### src/rtl/regmap_cmd_bridge_if.sv
// -----------------------------------------------------------------------------
// regmap_cmd_bridge_if
//
// Purpose: bundles every handshake/bus signal of regmap_cmd_bridge.
//   - host command stream : in_data / in_valid / in_ready
//   - response stream     : tx_data / tx_valid / tx_ready
//   - register write port : wr_en / wr_addr / wr_data
//   - register read port  : rd_en / rd_addr / rd_data
//   - status              : busy
//
// Modports:
//   slave  - the bridge itself (consumes commands, drives strobes/responses)
//   master - the environment around it (host link, response sink, regmap)
//
// Handshake rule for both byte streams: a byte moves on a rising clock edge
// where valid && ready are both high. A source that raises valid keeps valid
// and data stable until that edge; ready may change freely.
// -----------------------------------------------------------------------------
interface regmap_cmd_bridge_if #(
    parameter int ADDR_WIDTH = 8,
    parameter int DATA_WIDTH = 32
);
    logic [7:0]            in_data;
    logic                  in_valid;
    logic                  in_ready;
    logic [7:0]            tx_data;
    logic                  tx_valid;
    logic                  tx_ready;
    logic                  wr_en;
    logic [ADDR_WIDTH-1:0] wr_addr;
    logic [DATA_WIDTH-1:0] wr_data;
    logic                  rd_en;
    logic [ADDR_WIDTH-1:0] rd_addr;
    logic [DATA_WIDTH-1:0] rd_data;
    logic                  busy;

    modport slave (
        input  in_data, in_valid, tx_ready, rd_data,
        output in_ready, tx_data, tx_valid,
        output wr_en, wr_addr, wr_data, rd_en, rd_addr, busy
    );

    modport master (
        output in_data, in_valid, tx_ready, rd_data,
        input  in_ready, tx_data, tx_valid,
        input  wr_en, wr_addr, wr_data, rd_en, rd_addr, busy
    );
endinterface

### src/rtl/regmap_cmd_bridge.sv
// -----------------------------------------------------------------------------
// regmap_cmd_bridge
//
// Purpose: host-side command parser sitting in front of the configuration
// register map. Turns a byte stream into single-cycle register write strobes
// and read requests, and answers on a response byte stream.
//
//   Write : 0xA5, addr, d0, d1, d2, d3   (little-endian, d0 = bits 7:0)
//           -> one wr_en pulse, then response 0x06 (ACK)
//   Read  : 0x5A, addr
//           -> one rd_en pulse, then 4 response bytes, low byte first
//   Other opcode -> response 0x15 (NAK), no strobe
//
// Only one command is in flight; the parser does not accept new bytes while
// a strobe or a response is pending.
//
// Ports:
//   clk      - system clock
//   rst      - synchronous reset, active-high
//   bus      - regmap_cmd_bridge_if.slave (byte streams, regmap ports, busy)
//   state_o  - current FSM state, for debug / checker binding
//
// Parameters:
//   ADDR_WIDTH     - register address width, must be 8 (one address byte)
//   DATA_WIDTH     - register data width, must be 32 (four data bytes)
//   RD_LATENCY     - cycles from rd_en to valid rd_data (>= 1)
//   TIMEOUT_CYCLES - inter-byte inactivity limit (only with CMD_TIMEOUT_EN)
//
// Build option:
//   CMD_TIMEOUT_EN - when defined, a command that stalls in ADDR or WDATA for
//                    TIMEOUT_CYCLES cycles without a byte is discarded and
//                    answered with NAK. Undefined: the parser waits forever.
//
// Valid/ready: a byte moves on an edge where valid && ready; the bridge holds
// tx_valid/tx_data stable until tx_ready takes the byte.
// -----------------------------------------------------------------------------
module regmap_cmd_bridge #(
    parameter int ADDR_WIDTH     = 8,
    parameter int DATA_WIDTH     = 32,
    parameter int RD_LATENCY     = 1,
    parameter int TIMEOUT_CYCLES = 1000000
) (
    input  logic                 clk,
    input  logic                 rst,
    regmap_cmd_bridge_if.slave   bus,
    output logic [2:0]           state_o
);

    generate
        if (DATA_WIDTH != 32) begin : g_bad_data_width
            $error("regmap_cmd_bridge: DATA_WIDTH must be 32");
        end
        if (ADDR_WIDTH != 8) begin : g_bad_addr_width
            $error("regmap_cmd_bridge: ADDR_WIDTH must be 8");
        end
        if (RD_LATENCY < 1) begin : g_bad_rd_latency
            $error("regmap_cmd_bridge: RD_LATENCY must be at least 1");
        end
    endgenerate

    localparam logic [7:0] OP_WR = 8'hA5;
    localparam logic [7:0] OP_RD = 8'h5A;
    localparam logic [7:0] ACK   = 8'h06;
    localparam logic [7:0] NAK   = 8'h15;

    localparam int LAT_W = (RD_LATENCY > 1) ? $clog2(RD_LATENCY) : 1;

    typedef enum logic [2:0] {
        S_IDLE   = 3'd0,
        S_ADDR   = 3'd1,
        S_WDATA  = 3'd2,
        S_WRITE  = 3'd3,
        S_RDREQ  = 3'd4,
        S_RDWAIT = 3'd5,
        S_RESP   = 3'd6
    } state_t;

    state_t                state_q;
    logic                  in_ready_q;
    logic                  busy_q;
    logic                  is_wr_q;
    logic [ADDR_WIDTH-1:0] addr_q;
    logic [1:0]            byte_cnt_q;
    logic [31:0]           wdata_sr_q;
    logic                  wr_en_q;
    logic [ADDR_WIDTH-1:0] wr_addr_q;
    logic [DATA_WIDTH-1:0] wr_data_q;
    logic                  rd_en_q;
    logic [ADDR_WIDTH-1:0] rd_addr_q;
    logic [LAT_W-1:0]      lat_cnt_q;
    // Response bytes queued low byte first; tx_data is always the low byte.
    logic [31:0]           resp_data_q;
    logic [2:0]            resp_left_q;
    logic                  tx_valid_q;

    logic accept;
    logic tx_done;
    logic timeout_hit;

    assign accept  = bus.in_valid && in_ready_q;
    assign tx_done = tx_valid_q && bus.tx_ready;

`ifdef CMD_TIMEOUT_EN
    localparam int TO_W = $clog2(TIMEOUT_CYCLES + 1);

    logic [TO_W-1:0] to_cnt_q;
    logic            in_wait;

    // Only the mid-command byte-collection states are timed.
    assign in_wait = (state_q == S_ADDR) || (state_q == S_WDATA);

    always_ff @(posedge clk) begin
        if (rst || !in_wait || accept) begin
            to_cnt_q <= '0;
        end else begin
            to_cnt_q <= to_cnt_q + 1'b1;
        end
    end

    // Fires on the cycle whose idle edge would bring the count to the limit.
    assign timeout_hit = in_wait && !accept &&
                         (to_cnt_q == TO_W'(TIMEOUT_CYCLES - 1));
`else
    logic timeout_unused;
    assign timeout_unused = (TIMEOUT_CYCLES > 0);
    assign timeout_hit    = 1'b0;
`endif

    always_ff @(posedge clk) begin
        if (rst) begin
            state_q     <= S_IDLE;
            in_ready_q  <= 1'b0;
            busy_q      <= 1'b0;
            is_wr_q     <= 1'b0;
            addr_q      <= '0;
            byte_cnt_q  <= '0;
            wdata_sr_q  <= '0;
            wr_en_q     <= 1'b0;
            wr_addr_q   <= '0;
            wr_data_q   <= '0;
            rd_en_q     <= 1'b0;
            rd_addr_q   <= '0;
            lat_cnt_q   <= '0;
            resp_data_q <= '0;
            resp_left_q <= '0;
            tx_valid_q  <= 1'b0;
        end else begin
            // Strobes are single-cycle; only WDATA/ADDR raise them below.
            wr_en_q <= 1'b0;
            rd_en_q <= 1'b0;

            case (state_q)
                S_IDLE: begin
                    in_ready_q <= 1'b1;
                    if (accept) begin
                        busy_q <= 1'b1;
                        if (bus.in_data == OP_WR || bus.in_data == OP_RD) begin
                            is_wr_q <= (bus.in_data == OP_WR);
                            state_q <= S_ADDR;
                        end else begin
                            in_ready_q  <= 1'b0;
                            resp_data_q <= {24'd0, NAK};
                            resp_left_q <= 3'd1;
                            tx_valid_q  <= 1'b1;
                            state_q     <= S_RESP;
                        end
                    end
                end

                S_ADDR: begin
                    if (accept) begin
                        if (is_wr_q) begin
                            addr_q     <= bus.in_data;
                            byte_cnt_q <= 2'd0;
                            state_q    <= S_WDATA;
                        end else begin
                            // Read strobe goes out in RDREQ, the next cycle.
                            rd_addr_q  <= bus.in_data;
                            rd_en_q    <= 1'b1;
                            in_ready_q <= 1'b0;
                            state_q    <= S_RDREQ;
                        end
                    end else if (timeout_hit) begin
                        in_ready_q  <= 1'b0;
                        resp_data_q <= {24'd0, NAK};
                        resp_left_q <= 3'd1;
                        tx_valid_q  <= 1'b1;
                        state_q     <= S_RESP;
                    end
                end

                S_WDATA: begin
                    if (accept) begin
                        wdata_sr_q <= {bus.in_data, wdata_sr_q[31:8]};
                        byte_cnt_q <= byte_cnt_q + 2'd1;
                        if (byte_cnt_q == 2'd3) begin
                            // Publish address and data together with the strobe
                            // so the regmap port never shows a half-built word.
                            wr_data_q  <= {bus.in_data, wdata_sr_q[31:8]};
                            wr_addr_q  <= addr_q;
                            wr_en_q    <= 1'b1;
                            in_ready_q <= 1'b0;
                            state_q    <= S_WRITE;
                        end
                    end else if (timeout_hit) begin
                        in_ready_q  <= 1'b0;
                        resp_data_q <= {24'd0, NAK};
                        resp_left_q <= 3'd1;
                        tx_valid_q  <= 1'b1;
                        state_q     <= S_RESP;
                    end
                end

                S_WRITE: begin
                    resp_data_q <= {24'd0, ACK};
                    resp_left_q <= 3'd1;
                    tx_valid_q  <= 1'b1;
                    state_q     <= S_RESP;
                end

                S_RDREQ: begin
                    lat_cnt_q <= '0;
                    state_q   <= S_RDWAIT;
                end

                S_RDWAIT: begin
                    // The last wait cycle is the one where rd_data is valid.
                    if (lat_cnt_q == LAT_W'(RD_LATENCY - 1)) begin
                        resp_data_q <= bus.rd_data;
                        resp_left_q <= 3'd4;
                        tx_valid_q  <= 1'b1;
                        state_q     <= S_RESP;
                    end else begin
                        lat_cnt_q <= lat_cnt_q + 1'b1;
                    end
                end

                S_RESP: begin
                    if (tx_done) begin
                        resp_data_q <= {8'd0, resp_data_q[31:8]};
                        if (resp_left_q == 3'd1) begin
                            resp_left_q <= 3'd0;
                            tx_valid_q  <= 1'b0;
                            busy_q      <= 1'b0;
                            in_ready_q  <= 1'b1;
                            state_q     <= S_IDLE;
                        end else begin
                            resp_left_q <= resp_left_q - 3'd1;
                        end
                    end
                end

                default: begin
                    in_ready_q <= 1'b0;
                    busy_q     <= 1'b0;
                    tx_valid_q <= 1'b0;
                    state_q    <= S_IDLE;
                end
            endcase
        end
    end

    assign bus.in_ready = in_ready_q;
    assign bus.tx_data  = resp_data_q[7:0];
    assign bus.tx_valid = tx_valid_q;
    assign bus.wr_en    = wr_en_q;
    assign bus.wr_addr  = wr_addr_q;
    assign bus.wr_data  = wr_data_q;
    assign bus.rd_en    = rd_en_q;
    assign bus.rd_addr  = rd_addr_q;
    assign bus.busy     = busy_q;
    assign state_o      = state_q;

endmodule
### src/flat_wrapper.sv
// flat-port wrapper written by rule: the top's interface ports become plain ports
module regmap_cmd_bridge_flat 
#(
    parameter int ADDR_WIDTH     = 8,
    parameter int DATA_WIDTH     = 32,
    parameter int RD_LATENCY     = 1,
    parameter int TIMEOUT_CYCLES = 1000000
)
  (clk, rst, state_o, bus_in_data, bus_in_valid, bus_tx_ready, bus_rd_data, bus_in_ready, bus_tx_data, bus_tx_valid, bus_wr_en, bus_wr_addr, bus_wr_data, bus_rd_en, bus_rd_addr, bus_busy);
  regmap_cmd_bridge_if #(.ADDR_WIDTH(ADDR_WIDTH), .DATA_WIDTH(DATA_WIDTH)) bus_i ();
  input  logic clk;
  input  logic rst;
  output logic [2:0] state_o;
  input wire logic [$bits(bus_i.in_data)-1:0] bus_in_data;
  input wire logic [$bits(bus_i.in_valid)-1:0] bus_in_valid;
  input wire logic [$bits(bus_i.tx_ready)-1:0] bus_tx_ready;
  input wire logic [$bits(bus_i.rd_data)-1:0] bus_rd_data;
  output wire logic [$bits(bus_i.in_ready)-1:0] bus_in_ready;
  output wire logic [$bits(bus_i.tx_data)-1:0] bus_tx_data;
  output wire logic [$bits(bus_i.tx_valid)-1:0] bus_tx_valid;
  output wire logic [$bits(bus_i.wr_en)-1:0] bus_wr_en;
  output wire logic [$bits(bus_i.wr_addr)-1:0] bus_wr_addr;
  output wire logic [$bits(bus_i.wr_data)-1:0] bus_wr_data;
  output wire logic [$bits(bus_i.rd_en)-1:0] bus_rd_en;
  output wire logic [$bits(bus_i.rd_addr)-1:0] bus_rd_addr;
  output wire logic [$bits(bus_i.busy)-1:0] bus_busy;
  assign bus_i.in_data = bus_in_data;
  assign bus_i.in_valid = bus_in_valid;
  assign bus_i.tx_ready = bus_tx_ready;
  assign bus_i.rd_data = bus_rd_data;
  assign bus_in_ready = bus_i.in_ready;
  assign bus_tx_data = bus_i.tx_data;
  assign bus_tx_valid = bus_i.tx_valid;
  assign bus_wr_en = bus_i.wr_en;
  assign bus_wr_addr = bus_i.wr_addr;
  assign bus_wr_data = bus_i.wr_data;
  assign bus_rd_en = bus_i.rd_en;
  assign bus_rd_addr = bus_i.rd_addr;
  assign bus_busy = bus_i.busy;
  regmap_cmd_bridge #(.ADDR_WIDTH(ADDR_WIDTH), .DATA_WIDTH(DATA_WIDTH), .RD_LATENCY(RD_LATENCY), .TIMEOUT_CYCLES(TIMEOUT_CYCLES)) u_core (.clk(clk), .rst(rst), .bus(bus_i), .state_o(state_o));
endmodule
### config.mk
export PLATFORM = sky130hd
export DESIGN_NAME = regmap_cmd_bridge_flat
export DESIGN_NICKNAME = d
export VERILOG_FILES = /design/src/rtl/regmap_cmd_bridge_if.sv /design/src/rtl/regmap_cmd_bridge.sv /design/src/flat_wrapper.sv
export SDC_FILE = /design/constraint.sdc
export NUM_CORES = 1
export LEC_CHECK = 0
export CAP_MARGIN = 20
export CORE_UTILIZATION = 45
export DETAILED_ROUTE_END_ITERATION = 10
export PLACE_DENSITY = 0.76
export SYNTH_ARGS = -nofsm -noshare
export SYNTH_HDL_FRONTEND = slang
export SYNTH_SLANG_ARGS = --single-unit
### constraint.sdc
create_clock -name clk -period 1.7 [get_ports clk]
set_clock_uncertainty 0.05 [all_clocks]
set_input_delay 0.17 -clock clk [delete_from_list [all_inputs] [get_ports clk]]
set_output_delay 0.17 -clock clk [all_outputs]
set_load 0.03 [all_outputs]
* Word-level counts from Yosys, hierarchy flattened
Index checks and enable logic that the tools add are counted.
** Storage, ports and cells
- Bits in registers :: 135
- Logic and storage cells :: 115
- Input bits :: 44
- Output and inout port bits :: 64
** Cells by class
- $add $sub $neg :: 3
- Reduce and logical (&&, ||, !) cells :: 23
- Equal/unequal tests :: 20
- Bitwise logic cells :: 7
- Multiplexer cells :: 46
** Operators by type and width (number)
- 32-bit 2-to-1 mux :: 4
- 32-bit one-hot mux with 4 select lines :: 1
- 3-bit 2-to-1 mux :: 14
- 3-bit one-hot mux with 7 select lines :: 1
- 1-bit 2-to-1 mux :: 17
- 2-bit by 1-bit inequality test with 1-bit output, second input constant :: 7
- 7-bit AND reduction :: 2
- 3-bit one-hot mux with 4 select lines :: 1
- 3-bit AND reduction :: 4
- 3-bit OR reduction :: 4
- 1-bit one-hot mux with 5 select lines :: 2
- 3-bit == test, second input constant :: 3
- 8-bit by 7-bit == test with 1-bit output, second input constant :: 1
- 8-bit == test, second input constant :: 1
- 4-bit AND reduction :: 2
- 1-bit NOT :: 7
- 3-bit by 1-bit == test with 1-bit output, second input constant :: 2
- 3-bit by 2-bit == test with 1-bit output, second input constant :: 2
- 2-bit 2-to-1 mux :: 3
- 2-bit inequality test, second input constant :: 3
- 6-bit AND reduction :: 1
- 5-bit AND reduction :: 1
- 5-bit OR reduction :: 1
- 2-bit one-hot mux with 2 select lines :: 1
- 12 further kinds :: 14

* Longest topological paths before layout
Gate-level depths: netlist of the first run.
- Depth in word-level cells :: 5
- Gate-level depth with buffers :: 8
- Gate-level depth less buffers :: 7

* Worst setup path before layout of the first run
No wires, ideal clock.
- Path kind :: reg2reg
- Start point :: reg u_core.state_q[1], in the netlist u_core.state_o[1]
- End point :: reg u_core.resp_data_q[10]
- Stages on the path, launching flop included :: 9
- Path buffers :: 3
- Arrival time :: 1662 ps
- Data required time :: 1504 ps
- Setup time :: 146 ps
- Period minus slack after synthesis :: 1858 ps
- Path slack :: -158 ps
- Cells stage by stage :: dfxtp_1 buf_2 and3b_1 buf_2 nand2_1 and2_2 buf_2 a21oi_1 a211oi_2
** On the way
- Cells in the longest elaborated chain, start to end :: 3
- Elaborated cells between the ends (all ways) :: 11
- Classes of those cells :: 7 x eq/ne; 1 x mux; 3 x reduce/logical
** Ends and longest elaborated chain
- start: declaration :: line regmap_cmd_bridge.sv:78 : state_t state_q;
- start signal: assignment :: line regmap_cmd_bridge.sv:131 : state_q <= S_IDLE;
- start signal: assignment :: line regmap_cmd_bridge.sv:159 : state_q <= S_ADDR;
- start signal: assignment :: line regmap_cmd_bridge.sv:165 : state_q <= S_RESP;
- 3-bit == test, or another cell as far along :: line regmap_cmd_bridge.sv:152 : case (state_q)
- 2-bit by 1-bit inequality test with 1-bit output (no source line), or another cell as far along
- 5-bit AND reduction (no source line)
- end signal: assignment :: line regmap_cmd_bridge.sv:162 : resp_data_q <= {24'd0, NAK};
- end signal: assignment :: line regmap_cmd_bridge.sv:185 : resp_data_q <= {24'd0, NAK};
- end signal: assignment :: line regmap_cmd_bridge.sv:207 : resp_data_q <= {24'd0, NAK};
- end: declaration :: line regmap_cmd_bridge.sv:92 : logic [31:0] resp_data_q;
Parallel ways exist; a longest one is shown, timed or not.
A chain may end at the register's enable or synchronous reset.

* Worst setup path after layout of the first run
- Start point :: reg u_core.state_q[2], in the netlist u_core.state_o[2]
- End point :: reg u_core.resp_data_q[11]
The elaborated chain is that of the path after synthesis.

==> metrics.txt, run 1 <==
# TYPE chip_impl_metric gauge
chip_impl_info{name="run_status",value="complete, but fails checks"} 1
chip_impl_info{name="violations",value="setup timing"} 1
chip_impl_metric{name="detailedPlacementHpwl",unit="um"} 9683
chip_impl_metric{name="worstPathRequired",unit="ns"} 1.94
chip_impl_metric{name="nets_finish",unit=""} 799
chip_impl_info{name="synth_top_cells_by_area",value="sky130_fd_sc_hd__dfxtp_1, sky130_fd_sc_hd__nand2_1, sky130_fd_sc_hd__a21oi_1, sky130_fd_sc_hd__a211oi_2, sky130_fd_sc_hd__mux2i_1"} 1
chip_impl_metric{name="report.power.total",unit="uW"} 10880
chip_impl_metric{name="synth_sequential_area_ratio",unit=""} 0.4752
chip_impl_metric{name="dpl_worst_slack",unit="ns"} -0.3927
chip_impl_metric{name="synth_enable_flop_cells",unit=""} 0
chip_impl_metric{name="post_drt_via_cell_ratio",unit=""} 5.742
chip_impl_metric{name="syn-instance-count",unit=""} 617
chip_impl_metric{name="grt_pass1_wl",unit="um"} 23880
chip_impl_info{name="crit_path_start_kind",value="flip-flop"} 1
chip_impl_info{name="worst_path_max_delay_cell",value="sky130_fd_sc_hd__dfxtp_2"} 1
chip_impl_metric{name="hold_buffers",unit=""} 0
chip_impl_info{name="endpoint_kind",value="flip-flop"} 1
chip_impl_metric{name="growth_of_design_area_from_synthesis_to_finish",unit="%"} 47.48
chip_impl_metric{name="internal_power",unit="uW"} 7275
chip_impl_metric{name="fp.dieW",unit="um"} 110.6
chip_impl_metric{name="postSynthNetCount",unit=""} 664
chip_impl_metric{name="grt_pass1_vias",unit=""} 4893
chip_impl_info{name="synth_top_area_cell",value="sky130_fd_sc_hd__dfxtp_1"} 1
chip_impl_metric{name="worst_slew_margin_rel",unit=""} 0.7272
chip_impl_metric{name="report.final.slew_viol_count",unit=""} 0
chip_impl_metric{name="power-per-cell-area",unit="mW/mm2"} 1390
chip_impl_info{name="synth_flop_cell",value="sky130_fd_sc_hd__dfxtp_1"} 1
chip_impl_info{name="min_delay_path_class",value="in -> reg"} 1
chip_impl_metric{name="synthesis.area",unit="mm2"} 0.005308
chip_impl_metric{name="comb_power_share",unit=""} 0.319
chip_impl_metric{name="power_switching",unit="uW"} 3608
chip_impl_metric{name="p_leak",unit="uW"} 0.003063
chip_impl_metric{name="final_critical_path_required_period",unit="ns"} 1.705
chip_impl_metric{name="max_slew.worst_pin.slew",unit="ns"} 0.4081
chip_impl_metric{name="design.portCount",unit=""} 108
chip_impl_metric{name="synth-warning-count",unit=""} 0
chip_impl_metric{name="dr_total_vias",unit=""} 5214
chip_impl_metric{name="slowest_delay",unit="ns"} 0.35
chip_impl_metric{name="swShare",unit=""} 0.3315
chip_impl_info{name="yosys-top-cells-count",value="sky130_fd_sc_hd__nand2_1, sky130_fd_sc_hd__dfxtp_1, sky130_fd_sc_hd__a21oi_1"} 1
chip_impl_metric{name="fillerInstances",unit=""} 815
chip_impl_metric{name="portBuffers",unit=""} 107
chip_impl_metric{name="post_synth.cell_area_avg",unit="um2"} 8.602
chip_impl_metric{name="htree_num_levels",unit=""} 4
chip_impl_metric{name="num_antenna_cells",unit=""} 0
chip_impl_info{name="hp-start",value="rst"} 1
chip_impl_metric{name="setup-violations-final",unit=""} 1
chip_impl_metric{name="drtAntennaViolNets",unit=""} 0
chip_impl_metric{name="post_synth_num_cell_types",unit=""} 55
chip_impl_metric{name="initial_core_utilization",unit=""} 0.4628
chip_impl_metric{name="pin_count_of_the_biggest_net_entering_global_routing",unit=""} 59
chip_impl_metric{name="finalWorstSetupSlack",unit="ns"} -0.004562
chip_impl_metric{name="max_clock_freq",unit="MHz"} 586.7
chip_impl_metric{name="postRouteWirelength",unit="um"} 16070
chip_impl_info{name="worstPathCellList",value="or2_2, nor2_4, buf_4, o21ai_2, buf_12, a21oi_1, a211oi_2"} 1
chip_impl_metric{name="clock_power_share",unit=""} 0.350
chip_impl_metric{name="cts_sinks",unit=""} 126
chip_impl_metric{name="asyncSetResetFlopFracSynth",unit=""} 0
chip_impl_info{name="post-synth-top-count-cell",value="sky130_fd_sc_hd__nand2_1"} 1
chip_impl_metric{name="ys_ff_latch",unit=""} 126
chip_impl_info{name="r2r-start",value="u_core.state_o[2]$_SDFFE_PP0P_"} 1
chip_impl_metric{name="max-cap-violations",unit=""} 0
chip_impl_metric{name="multiInputGateArea",unit="mm2"} 0.002654
chip_impl_metric{name="irDropWorstVdd",unit="mV"} 1.073
chip_impl_info{name="clock_tree.root_cell",value="sky130_fd_sc_hd__clkbuf_16"} 1
chip_impl_metric{name="clkLatencyLatePin",unit="ns"} 0.41
chip_impl_metric{name="drc",unit=""} 0
chip_impl_metric{name="fp.dieArea",unit="mm2"} 0.01223
chip_impl_metric{name="timing.critical_path.arrival",unit="ns"} 1.95
chip_impl_metric{name="global_route.overflow_total",unit=""} 0
chip_impl_metric{name="wire_per_inst",unit="um"} 17.70
chip_impl_metric{name="number_of_hold_slack_violations_in_the_final_timing_report",unit=""} 0
chip_impl_metric{name="final.period_utilization",unit=""} 1.003
chip_impl_metric{name="drtPass1Iterations",unit=""} 6
chip_impl_info{name="tritoncts",value="yes"} 1
chip_impl_metric{name="placeableCoreArea",unit="mm2"} 0.01147
chip_impl_metric{name="die_h",unit="um"} 110.6
chip_impl_metric{name="clkTransAtPathRegs",unit="ns"} 0.06
chip_impl_info{name="rsz0062_at_grt",value="yes"} 1
chip_impl_metric{name="antenna_found_initial",unit=""} 1
chip_impl_metric{name="layout-drive-gt1-share",unit=""} 0.2327
chip_impl_metric{name="grt_usage",unit=""} 0.2407
chip_impl_metric{name="cts_max_path_buffers",unit=""} 2
chip_impl_info{name="crit_type",value="reg -> reg"} 1
chip_impl_metric{name="synth_largest_type_area_fraction",unit=""} 0.4752
chip_impl_metric{name="tritoncts.num_buffers",unit=""} 17
chip_impl_info{name="startpoint",value="u_core.state_o[2]$_SDFFE_PP0P_"} 1
chip_impl_metric{name="dr.first_iter.drc_count",unit=""} 451
chip_impl_metric{name="critical_path.max_fanout",unit=""} 26
chip_impl_metric{name="routabilityCongestion",unit=""} 0.8627
chip_impl_metric{name="sequentialPowerShare",unit=""} 0.330
chip_impl_metric{name="rows",unit=""} 39
chip_impl_metric{name="register_area",unit="mm2"} 0.002532
[repair_timing]
action	CTS	global route
gates cloned	0	5
pin swaps	0	8
buffers inserted	0	6
resized for setup	11	84
endpoints found under the setup margin	27	89
[worst paths after layout]
path	end	slack, ns	cells past startpoint
max	u_core.resp_data_q[11]$_SDFFE_PP0P_	-0.005	7
min	u_core.resp_data_q[26]$_SDFFE_PP0P_	0.13	2
max reg2reg	u_core.resp_data_q[11]$_SDFFE_PP0P_	-0.005	7
min reg2reg	u_core.bus.wr_data[2]$_SDFFE_PP0P_	0.40	2
[metal layers]
layer / up-vias / track usage / wire length [um]
met5: - / 0 / 8
met4: 2 / 0.09067 / 440
met3: 50 / 0.06422 / 1066
met2: 228 / 0.4025 / 7846
met1: 2507 / 0.2955 / 6709
li1: 2427 / - / -
[power groups by stage]
stage               registers, uW  logic [uW]  clock network [uW]
finish                       3590        3470                3810
global route                 3630        3700                4000
CTS                          3580        3080                3850
detailed placement           3630        3060                   0
global placement             3620        2950                   0
floorplan                    3640        2000                   0
[kinds of logic after synthesis]
family	Yosys count	synth area share
mux	16	0.03017
fa+ha+maj	3	0.007073
flops	126	0.4752
buf+inv	61	0.06318
simple gates	217	0.1841
compound gates	194	0.2402
[worst max-delay path: cells and delay by family, from the launching register on]
family          cells  cell delay (ns)
compound gates      3             0.34
buf+inv             2             0.32
flops               1             0.35
simple gates        2             0.52
[area by class of cell]
| type | count | area share |
|---|---|---|
| multi-input cells | 430 | 0.3390 |
| repair buffers | 172 | 0.2324 |
| inverters | 5 | 0.002398 |
| clock inverters | 15 | 0.02542 |
| clock buffers | 17 | 0.05435 |
| well taps | 143 | 0.02286 |
| flip-flops and latches | 126 | 0.3235 |
[sequential cells by signal, summed over array words and instances, names as in the netlist]
| name | flops |
|---|---|
| u_core.bus.wr_data | 32 |
| u_core.resp_data_q | 32 |
| u_core.wdata_sr_q | 24 |
| u_core.addr_q | 8 |
| u_core.bus.rd_addr | 8 |
| u_core.bus.wr_addr | 8 |
| u_core.resp_left_q | 3 |
| u_core.state_o | 3 |
| u_core.byte_cnt_q | 2 |
| u_core.bus.busy | 1 |
| u_core.bus.in_ready | 1 |
| u_core.bus.rd_en | 1 |
| u_core.bus.tx_valid | 1 |
| u_core.bus.wr_en | 1 |
| u_core.is_wr_q | 1 |
[cell usage in the layout (no fill, tap or decap), types with 3 or more instances in the layout]
cell | synthesis | routed
sky130_fd_sc_hd__dlymetal6s2s_1 | 0 | 21
sky130_fd_sc_hd__a21oi_1 | 111 | 88
sky130_fd_sc_hd__dfxtp_1 | 126 | 122
sky130_fd_sc_hd__nor2_4 | 0 | 3
sky130_fd_sc_hd__o21ai_0 | 15 | 4
sky130_fd_sc_hd__inv_1 | 5 | 5
sky130_fd_sc_hd__inv_6 | 0 | 5
sky130_fd_sc_hd__a21oi_2 | 0 | 23
sky130_fd_sc_hd__nor2_1 | 29 | 28
sky130_fd_sc_hd__nand2_1 | 150 | 146
sky130_fd_sc_hd__o22ai_1 | 3 | 3
sky130_fd_sc_hd__dlygate4sd2_1 | 0 | 7
sky130_fd_sc_hd__nand2_2 | 1 | 5
sky130_fd_sc_hd__buf_12 | 0 | 12
sky130_fd_sc_hd__clkbuf_16 | 0 | 19
sky130_fd_sc_hd__o21ai_1 | 0 | 10
sky130_fd_sc_hd__buf_4 | 13 | 44
sky130_fd_sc_hd__nand2b_1 | 4 | 3
sky130_fd_sc_hd__a22oi_1 | 21 | 21
sky130_fd_sc_hd__buf_6 | 6 | 7
sky130_fd_sc_hd__bufinv_16 | 0 | 3
sky130_fd_sc_hd__mux2i_1 | 16 | 16
sky130_fd_sc_hd__nand4_1 | 3 | 3
sky130_fd_sc_hd__a211oi_2 | 19 | 20
sky130_fd_sc_hd__ha_1 | 3 | 3
sky130_fd_sc_hd__clkdlybuf4s50_1 | 0 | 78
sky130_fd_sc_hd__clkinv_4 | 0 | 4
sky130_fd_sc_hd__nor2b_1 | 5 | 3
[per-stage QoR]
step                  util  hold slack, ns  cells  area (um2)   TNS (ns)
CTS                 0.6487          0.1223    897        7438    -0.1661
global placement    0.5937          0.3860    865        6808     -22.46
detailed placement  0.5937          0.3921    865        6808     -26.56
finish              0.6826          0.1346    908        7828  -0.004562
global route        0.6826          0.1441    908        7828    -0.4925
floorplan                -          0.2560    617        5321          0
No activity file was read; power rests on OpenSTA's default activity.
==> inputs of run 2 (changes only) <==
CORE_ASPECT_RATIO = 1.2   (was default)
==> run 2 against run 1 <==
The flow now finishes without violations. Largest power group unchanged. Critical path depth is 1 higher. Highest routed layer is now met4. Final cell count rose by 1.3%. Final area down 3.4%.
==> metrics.txt, run 2 (synthesized netlist as in run 1, its figures left out) <==
# TYPE chip_impl_metric gauge
chip_impl_metric{name="final_critical_path_required_period",unit="ns"} 1.685
chip_impl_metric{name="rows",unit=""} 43
chip_impl_info{name="worst_hold_path.endpoint",value="u_core.resp_data_q[12]$_SDFFE_PP0P_"} 1
chip_impl_metric{name="dr.first_iter.drc_count",unit=""} 269
chip_impl_info{name="layout_commonest_cell",value="sky130_fd_sc_hd__nand2_1"} 1
chip_impl_metric{name="hold_buffers",unit=""} 0
chip_impl_metric{name="cts_max_path_buffers",unit=""} 2
chip_impl_metric{name="htree_num_levels",unit=""} 4
chip_impl_metric{name="reg2reg_setup_slack",unit="ns"} 0.03
chip_impl_metric{name="report.power.total",unit="uW"} 10580
chip_impl_metric{name="post-route-util",unit=""} 0.6569
chip_impl_info{name="tritoncts",value="yes"} 1
chip_impl_metric{name="drc",unit=""} 0
chip_impl_info{name="crit_type",value="in -> reg"} 1
chip_impl_metric{name="dpl_worst_slack",unit="ns"} -0.4475
chip_impl_metric{name="number_of_hold_slack_violations_in_the_final_timing_report",unit=""} 0
chip_impl_metric{name="grt_pass1_vias",unit=""} 4921
chip_impl_info{name="rr_endpoint",value="u_core.resp_left_q[2]$_SDFFE_PP0P_"} 1
chip_impl_info{name="layout_common_cells",value="sky130_fd_sc_hd__nand2_1, sky130_fd_sc_hd__dfxtp_1, sky130_fd_sc_hd__a21oi_1, sky130_fd_sc_hd__clkdlybuf4s50_1, sky130_fd_sc_hd__buf_4"} 1
chip_impl_metric{name="tritoncts.num_buffers",unit=""} 17
chip_impl_info{name="clock_tree.root_cell",value="sky130_fd_sc_hd__clkbuf_16"} 1
chip_impl_metric{name="max-cap-violations",unit=""} 0
chip_impl_metric{name="power-per-cell-area",unit="mW/mm2"} 1399
chip_impl_metric{name="grt_usage",unit=""} 0.2406
chip_impl_metric{name="timing.critical_path.arrival",unit="ns"} 1.91
chip_impl_metric{name="antenna_found_initial",unit=""} 0
chip_impl_metric{name="routabilityCongestion",unit=""} 0.8332
chip_impl_info{name="r2r-start",value="u_core.state_o[1]$_SDFFE_PP0P_"} 1
chip_impl_metric{name="report.final.slew_viol_count",unit=""} 0
chip_impl_metric{name="slowest_delay",unit="ns"} 0.46
chip_impl_info{name="min_delay_path_class",value="in -> reg"} 1
chip_impl_metric{name="setup-violations-final",unit=""} 0
chip_impl_metric{name="num_antenna_cells",unit=""} 0
chip_impl_info{name="run_status",value="finished clean"} 1
chip_impl_metric{name="pin_count_of_the_biggest_net_entering_global_routing",unit=""} 40
chip_impl_metric{name="fillerInstances",unit=""} 969
chip_impl_metric{name="detailedPlacementHpwl",unit="um"} 9416
chip_impl_metric{name="cp.buffers_inverters",unit=""} 4
chip_impl_metric{name="wire_per_inst",unit="um"} 15.60
chip_impl_metric{name="placeableCoreArea",unit="mm2"} 0.01151
chip_impl_metric{name="post_drt_via_cell_ratio",unit=""} 5.401
chip_impl_metric{name="worstPathRequired",unit="ns"} 1.93
chip_impl_metric{name="drtPass1Iterations",unit=""} 5
chip_impl_metric{name="growth_of_design_area_from_synthesis_to_finish",unit="%"} 42.50
chip_impl_metric{name="layout-drive-gt1-share",unit=""} 0.1979
chip_impl_info{name="timing.critical_path.mode_cell",value="sky130_fd_sc_hd__buf_4"} 1
chip_impl_info{name="worst_path_max_delay_cell",value="sky130_fd_sc_hd__clkdlybuf4s50_1"} 1
chip_impl_metric{name="cts_sinks",unit=""} 126
chip_impl_metric{name="fp.dieW",unit="um"} 101.1
chip_impl_metric{name="die_h",unit="um"} 121.0
chip_impl_metric{name="irDropWorstVdd",unit="mV"} 0.6976
chip_impl_metric{name="clkLatencyLatePin",unit="ns"} 0.41
chip_impl_metric{name="nets_finish",unit=""} 797
chip_impl_info{name="worstPathCellList",value="clkdlybuf4s50_1, buf_4, nor4_4, buf_4, o21ai_2, buf_12, a21oi_1, a211oi_2"} 1
chip_impl_metric{name="max_slew.worst_pin.slew",unit="ns"} 0.5011
chip_impl_metric{name="ff2ff_path_depth",unit=""} 6
chip_impl_metric{name="max_clock_freq",unit="MHz"} 593.6
chip_impl_metric{name="dr_total_vias",unit=""} 4969
chip_impl_metric{name="postRouteWirelength",unit="um"} 14350
chip_impl_info{name="endpoint_kind",value="flip-flop"} 1
chip_impl_metric{name="finalWorstSetupSlack",unit="ns"} 0.01536
chip_impl_metric{name="worst_hold_path.num_cells",unit=""} 2
chip_impl_metric{name="clkTransAtPathRegs",unit="ns"} 0.06
chip_impl_metric{name="fp.dieArea",unit="mm2"} 0.01223
chip_impl_metric{name="worst_slew_margin_rel",unit=""} 0.6660
chip_impl_metric{name="drtAntennaViolNets",unit=""} 0
chip_impl_info{name="hp-start",value="rst"} 1
chip_impl_metric{name="grt_pass1_wl",unit="um"} 23030
chip_impl_info{name="crit_path_start_kind",value="primary input"} 1
chip_impl_metric{name="p_leak",unit="uW"} 0.002820
chip_impl_metric{name="critical_path.max_fanout",unit=""} 26
chip_impl_metric{name="final.setup.tns",unit="ns"} 0
chip_impl_metric{name="design.portCount",unit=""} 108
chip_impl_metric{name="initial_core_utilization",unit=""} 0.4610
chip_impl_metric{name="portBuffers",unit=""} 107
chip_impl_metric{name="final.period_utilization",unit=""} 0.9910
chip_impl_info{name="path_delay_family",value="buffers and inverters"} 1
chip_impl_metric{name="global_route.overflow_total",unit=""} 0
chip_impl_info{name="rsz0062_at_grt",value="yes"} 1
run 2: cell count changes in the layout (fill, tap and decap cells not counted), moves of 4 or more:
cell                              previous run  this run
sky130_fd_sc_hd__dlymetal6s2s_1             21        10
sky130_fd_sc_hd__o21ai_1                    10         1
sky130_fd_sc_hd__buf_6                       7         0
sky130_fd_sc_hd__inv_6                       5         1
sky130_fd_sc_hd__a21oi_1                    88       110
sky130_fd_sc_hd__clkdlybuf4s50_1            78        89
sky130_fd_sc_hd__a21oi_2                    23         1
sky130_fd_sc_hd__o21ai_0                     4        14
sky130_fd_sc_hd__buf_4                      44        54
run 2: what timing repair did:
| item | CTS | global route |
|---|---|---|
| pin swaps | 2 | 2 |
| endpoints found under the setup margin | 31 | 84 |
| buffers inserted | 1 | 2 |
| gates resized for setup | 14 | 23 |
run 2: worst max path at each step:
stage                                  startpoint                             endpoint  cells after the start
5_1_grt            u_core.state_o[1]$_SDFFE_PP0P_   u_core.resp_left_q[2]$_SDFFE_PP0P_                      6
6_report                           bus_in_data[0]  u_core.resp_data_q[16]$_SDFFE_PP0P_                      8
3_3_place_gp                       bus_in_data[6]   u_core.resp_data_q[3]$_SDFFE_PP0P_                      7
3_5_place_dp                       bus_in_data[4]  u_core.resp_data_q[16]$_SDFFE_PP0P_                      8
4_1_cts        u_core.bus.wr_addr[5]$_SDFFE_PP0P_                       bus_wr_addr[5]                      1
2_1_floorplan      u_core.state_o[1]$_SDFFE_PP0P_  u_core.resp_data_q[10]$_SDFFE_PP0P_                      8
run 2: metal layers:
metal / up-vias / wire length [um] / share of wire / track usage
met1: 2359 / 5913 / 0.41 / 0.2868
met2: 184 / 7484 / 0.52 / 0.4111
met4: 0 / 219 / 0.015 / 0.09783
met3: 21 / 732 / 0.051 / 0.05818
met5: - / 0 / 0 / 0
li1: 2405 / - / - / -
run 2: power by group:
part / switching, uW / total [uW] / internal [uW]
sequential: 252 / 3570 / 3320
combinational: 1770 / 3290 / 1510
clock: 1340 / 3720 / 2390
total: 3360 / 10600 / 7220
run 2: layout make-up:
| class | count | area, um2 | area share |
|---|---|---|---|
| flip-flops and latches | 126 | 2532 | 0.3348 |
| repair buffers | 170 | 1678 | 0.2218 |
| multi-input cells | 430 | 2517 | 0.3328 |
| clock buffers | 19 | 452.9 | 0.05988 |
| clock inverters | 13 | 163.9 | 0.02167 |
| inverters | 5 | 22.52 | 0.002978 |
| well taps | 157 | 196.4 | 0.02597 |
run 2: per-stage QoR:
stage                     cells  area [um2]  hold WS [ns]
after global placement      885        6823        0.3922
after CTS                   918        7481       0.05340
after global routing        920        7564       0.07633
after detailed placement    885        6823        0.3942
after floorplan             617        5321        0.2560
final                       920        7564       0.08067
